### config.mk
export PLATFORM = sky130hd
export DESIGN_NAME = ct_spsram_128x16_ctrl
export DESIGN_NICKNAME = d
export VERILOG_FILES = /design/src/rtl/ct_spsram_128x16_ctrl_pkg.sv /design/src/rtl/ct_spsram_128x16_ctrl.sv
export SDC_FILE = /design/constraint.sdc
export NUM_CORES = 1
export LEC_CHECK = 0
export CORE_MARGIN = 4
export CORE_UTILIZATION = 35
export DETAILED_ROUTE_END_ITERATION = 10
export GPL_TIMING_DRIVEN = 0
export PLACE_DENSITY = 0.95
export SYNTH_ARGS = -nofsm -noshare
export SYNTH_HDL_FRONTEND = slang
export SYNTH_SLANG_ARGS = --single-unit
### constraint.sdc
create_clock -name forever_cpuclk -period 3.4 [get_ports forever_cpuclk]
set_input_delay 0.51 -clock forever_cpuclk [delete_from_list [all_inputs] [get_ports forever_cpuclk]]
set_output_delay 0.51 -clock forever_cpuclk [all_outputs]
set_load 0.02 [all_outputs]
### src/rtl/ct_spsram_128x16_ctrl_pkg.sv
// Shared sizes and FSM encoding for the 128x16 single-port SRAM controller.
package ct_spsram_128x16_ctrl_pkg;

  localparam int ADDR_WIDTH = 7;
  localparam int DATA_WIDTH = 16;

  typedef enum logic [1:0] {
    BOOT = 2'd0,
    INIT = 2'd1,
    IDLE = 2'd2
  } ctrl_state_e;

endpackage

### src/rtl/ct_spsram_128x16_ctrl.sv
// Front-end controller for a 128x16 single-port SRAM: power-up/explicit clear
// sweep, single-cycle masked writes and reads with a one-cycle response.
module ct_spsram_128x16_ctrl
  import ct_spsram_128x16_ctrl_pkg::*;
#(
  parameter logic [DATA_WIDTH-1:0] INIT_VAL = 16'h0000
) (
  input  logic                  forever_cpuclk,
  input  logic                  cpurst_b,
  input  logic                  req_vld,
  input  logic                  req_wr,
  input  logic [ADDR_WIDTH-1:0] req_addr,
  input  logic [DATA_WIDTH-1:0] req_wdata,
  input  logic [DATA_WIDTH-1:0] req_bmask,
  output logic                  req_rdy,
  output logic                  rsp_vld,
  output logic [DATA_WIDTH-1:0] rsp_data,
  input  logic                  init_start,
  output logic                  init_busy,
  output logic                  sram_cen,
  output logic                  sram_gwen,
  output logic [DATA_WIDTH-1:0] sram_wen,
  output logic [ADDR_WIDTH-1:0] sram_a,
  output logic [DATA_WIDTH-1:0] sram_d,
  input  logic [DATA_WIDTH-1:0] sram_q
);

  ctrl_state_e           state;
  logic [ADDR_WIDTH-1:0] cnt;
  logic [DATA_WIDTH-1:0] hold;
  logic                  accept;

  // init_start wins over a concurrent request so the sweep never races an access
  assign req_rdy   = (state == IDLE) && !init_start;
  assign init_busy = (state != IDLE);
  assign accept    = req_vld && req_rdy;
  assign rsp_data  = rsp_vld ? sram_q : hold;

  always_comb begin
    sram_cen  = 1'b1;
    sram_gwen = 1'b1;
    sram_wen  = '1;
    sram_a    = '0;
    sram_d    = '0;
    if (state == INIT) begin
      sram_cen  = 1'b0;
      sram_gwen = 1'b0;
      sram_wen  = '0;
      sram_a    = cnt;
      sram_d    = INIT_VAL;
    end else if (accept) begin
      sram_cen = 1'b0;
      sram_a   = req_addr;
      if (req_wr) begin
        sram_gwen = 1'b0;
        sram_wen  = ~req_bmask;
        sram_d    = req_wdata;
      end
    end
  end

  always_ff @(posedge forever_cpuclk or negedge cpurst_b) begin
    if (!cpurst_b) begin
      state   <= BOOT;
      cnt     <= '0;
      rsp_vld <= 1'b0;
      hold    <= '0;
    end else begin
      rsp_vld <= accept && !req_wr;
      if (rsp_vld) hold <= sram_q;
      case (state)
        BOOT: begin
          state <= INIT;
          cnt   <= '0;
        end
        INIT: begin
          // cnt wraps to 0 naturally on the last entry
          cnt <= cnt + 7'd1;
          if (cnt == 7'd127) state <= IDLE;
        end
        IDLE: begin
          if (init_start) begin
            state <= INIT;
            cnt   <= '0;
          end
        end
        default: begin
          state <= BOOT;
          cnt   <= '0;
        end
      endcase
    end
  end

endmodule

==> results by stage <==
Global route:
- Entering global routing, the biggest net connects 27 pins.
- Across every metal layer, demand over resource in global routing totals 17.7%.
- The met3 usage is 5.33%.
- The number of global-route vias before repair is 1610.
- The first global-routing pass estimated 7430 um of wire.
- In the global route stage, met1 resource usage came out at 21.9%.
- The met2 track utilization from global routing is 31.4%.
- The initial antenna violation count came to 0.
- Summed over all layers, the global routing overflow is 0.
- The layer flagged by global routing as most heavily used is met2.

Clock tree:
- TritonCTS built the clock tree.
- The clock root buffer master is sky130_fd_sc_hd__clkbuf_8.
- The number of CTS-inserted buffers is 3.
- Once the clock tree was built, the resizer swapped 0 gates to a different size.
- Once the clock tree was built, the setup fixing pass inserted 0 buffers.
- The number of clock sinks is 26.
- Clock-pin slew was measured on the worst setup and hold paths at 0.08 ns.
- The latest clock arrival within the worst-skew pair is 0.27 ns.
- The hold buffer count at cts is 0.
- The depth of the CTS H-tree is 1.
- The longest clock path from root to sink contains 2 buffers.

Route:
- The routed layout has 1510 vias.
- The violation count after the first detailed-route iteration is 140.
- In the routed layout, each cell is associated on average with a via count of 4.90.
- Once detail routing completed, the nets flagged for antenna violations numbered 0.
- The number of optimization iterations in the first detailed-route pass is 4.
- The post-route DRC violation count is 0.
- The total wirelength of the detailed-routed design is 4690 um.
- After detailed routing, the average wire length per cell comes to 15.2 um.

Timing:
- The time the final worst path needs with I/O delays and setup is 2.96 ns.
- For the final database, setup skew stands at 0.00721 ns.
- The final worst hold slack is 0.500 ns.
- The final max-slew violation count is 0.
- The final worst slack is 0.443 ns.
- The accumulated negative setup slack is 0 ns.
- The hold violation total from the final report is 0.
- Setup repair after global routing left no endpoint under its margin.
- Setup violations remaining at the end of the flow were counted as 0.
- In this run the tightest slew margin relative to its limit is 24.0%.
- After layout, the worst path uses 87.0% of the clock period.
- Based on the critical path, the design can be clocked at up to 0.338 GHz.
- At the pin with the least slew margin, the transition time is 1.14 ns.

Setup path:
- The setup path with the least slack is of type input port to output pin.
- The largest individual stage delay along the critical path comes from the cell sky130_fd_sc_hd__clkdlybuf4s50_1.
- The required time reported for the critical path endpoint is 2.89 ns.
- In this run the worst path has a maximum fanout of 10.
- The signal on the critical path passes through clkdlybuf4s50_1 > and4bb_4 > and2_1 > buf_6 > buf_6 > a21oi_2 > clkdlybuf4s50_1.
- The largest single stage delay on the critical path is 0.62 ns.
- At the worst endpoint, the arrival time is 2.45 ns.
- The launching element type of the critical path is an input port.
- The kind of capture point of the worst setup path is an output pin.
- The register-to-register path setup slack is 1.95 ns.

Layout:
- In the final layout, the share of cells above drive strength 1 is 14.6%.
- The most common cell after layout, fill and taps aside is sky130_fd_sc_hd__clkdlybuf4s50_1.
- The count of placed standard cells in the final layout, fillers left out is 308.
- The top cell types in the final layout, fill and taps aside, are sky130_fd_sc_hd__clkdlybuf4s50_1, sky130_fd_sc_hd__dfrtp_1, sky130_fd_sc_hd__and3_1, sky130_fd_sc_hd__mux2_2, sky130_fd_sc_hd__nand2_1.
- The count of antenna diodes in the layout is 0.
- Compared with the post-synthesis result, the final layout area differs by 93.0%.
- In the final design database the tool counted 322 nets.

Yosys:
- The synthesized area per cell is 10.4 um2.
- Yosys mapped the design onto 29 distinct sky130hd cell types.
- Synthesis produced a netlist with a net count of 198.
- The netlist area before placement is 1420 um2.
- Sequential cells were found to cover 45.7% of the synthesized design area.
- The Yosys step of the flow raised 0 warnings.
- The number of standard cells after synthesis is 137.
- Counting flops and latches in the post-synthesis netlist gives 26.

Placed design:
- After legalization and detailed placement, the total HPWL measured 3830 um.
- At the end of routability-driven placement, the weighted congestion stood at 0.764.
- The count of buffers added on input and output ports is 119.
- Once placement completed, the tool counted placed cells totaling 304.
- The worst-case setup slack after placement is 0.421 ns.

Min path:
- The path class of the tightest hold or removal check is flop to flop.

Run:
- The count of maximum capacitance violations is 0.

Die:
- The die width is 71.8 um.
- The number of rows created at floorplan is 22.
- The die covers 5150 um2.
- In this run the count of I/O pins placed on the die edge is 120.
- The core area is 3800 um2.
- The die height is 71.8 um.
- Once the floorplan was initialized, standard cells occupied 37.5% of the core.

Power and ir drop:
- The power density over the cells is 358 nW/um2.
- For this design the static power due to leakage is 0.00119 uW.
- VDD sags by at most 0.337 mV.

Outcome:
- The flow ran to the end, and the final reports show no timing, DRC or antenna violations.
path summary, 6_finish.rpt:
path,from,end,cells after the start
hold reg to reg,hold[3],hold[3],1
setup / recovery,init_start,sram_wen[5],7
hold / removal,hold[3],hold[3],1
max in group asynchronous,cpurst_b,hold[7],1
min in group asynchronous,cpurst_b,hold[11],1
setup reg to reg,rsp_vld,hold[8],3
stage by stage:
stage               area (um2)  util, %  total power (uW)
floorplan                 1420        -               546
global placement          2670     70.4               724
detailed placement        2670     70.4               739
CTS                       2750     72.3               992
global route              2750     72.3              1040
finish                    2750     72.3               982
cell type report:
class,instances,area (um2)
Tap cell,48,60.1
Sequential cell,26,651
Clock inverter,1,30.0
Fill cell,302,1050
Buffer,10,57.6
Multi-Input combinational cell,98,703
Timing Repair Buffer,119,1190
Clock buffer,3,41.3
Inverter,3,11.3
critical path, delay by kind of cell:
kind | cells | cell delay, ns
and+or+nand+nor | 2 | 0.41
buffers and inverters | 4 | 1.40
AOI/OAI and AO/OA | 1 | 0.13
synth_stat cells:
cell type / number / area share, %
sky130_fd_sc_hd__dfrtp_1: 26 / 46
sky130_fd_sc_hd__and3_1: 16 / 7.0
sky130_fd_sc_hd__mux2_2: 16 / 13
sky130_fd_sc_hd__nand2_1: 11 / 2.9
sky130_fd_sc_hd__a21oi_1: 9 / 3.2
sky130_fd_sc_hd__a21oi_2: 9 / 5.5
sky130_fd_sc_hd__o21ai_0: 8 / 2.8
sky130_fd_sc_hd__a22o_1: 5 / 3.1
sky130_fd_sc_hd__buf_2: 4 / 1.4
sky130_fd_sc_hd__clkbuf_1: 4 / 1.1
sky130_fd_sc_hd__inv_1: 3 / 0.79
sky130_fd_sc_hd__nand3_1: 3 / 1.1
sky130_fd_sc_hd__nor2_1: 3 / 0.79
sky130_fd_sc_hd__nor2b_1: 3 / 1.3
sky130_fd_sc_hd__buf_6: 2 / 1.6
sky130_fd_sc_hd__or3_1: 2 / 0.88
sky130_fd_sc_hd__a21boi_0: 1 / 0.53
sky130_fd_sc_hd__a31o_2: 1 / 0.62
sky130_fd_sc_hd__a31oi_1: 1 / 0.44
sky130_fd_sc_hd__a32oi_1: 1 / 0.62
sky130_fd_sc_hd__and2_1: 1 / 0.44
sky130_fd_sc_hd__and4_1: 1 / 0.62
sky130_fd_sc_hd__and4bb_4: 1 / 1.1
sky130_fd_sc_hd__ha_1: 1 / 0.88
sky130_fd_sc_hd__nand2b_1: 1 / 0.44
sky130_fd_sc_hd__nor3b_1: 1 / 0.53
sky130_fd_sc_hd__nor3b_2: 1 / 0.88
sky130_fd_sc_hd__o211ai_1: 1 / 0.53
sky130_fd_sc_hd__or4_1: 1 / 0.53
cell families after synthesis:
logic type / share of synthesized area [%]
compound gates: 17.3
mux: 12.7
flops: 45.7
buf+inv: 4.84
simple gates: 18.6
fa+ha+maj: 0.879
report_power, final:
part / total [uW] / switching (uW) / internal [uW]
combinational: 333 / 144 / 189
clock: 251 / 93.2 / 157
sequential: 398 / 47.3 / 351
per-layer routing:
metal  share of wire, %  wire [um]  up-vias
met1                 39       1850      713
met3                8.0        376        0
li1                   -          -      738
met2                 53       2470       59
met4                  0          0        0
met5                  0          0        -
sequential cells by signal, indices dropped and copies added, names as in the netlist:
| register | cells |
|---|---|
| state | 2 |
| hold | 16 |
| rsp_vld | 1 |
| cnt | 7 |
Note: power is estimated with default switching activity, not from simulation.
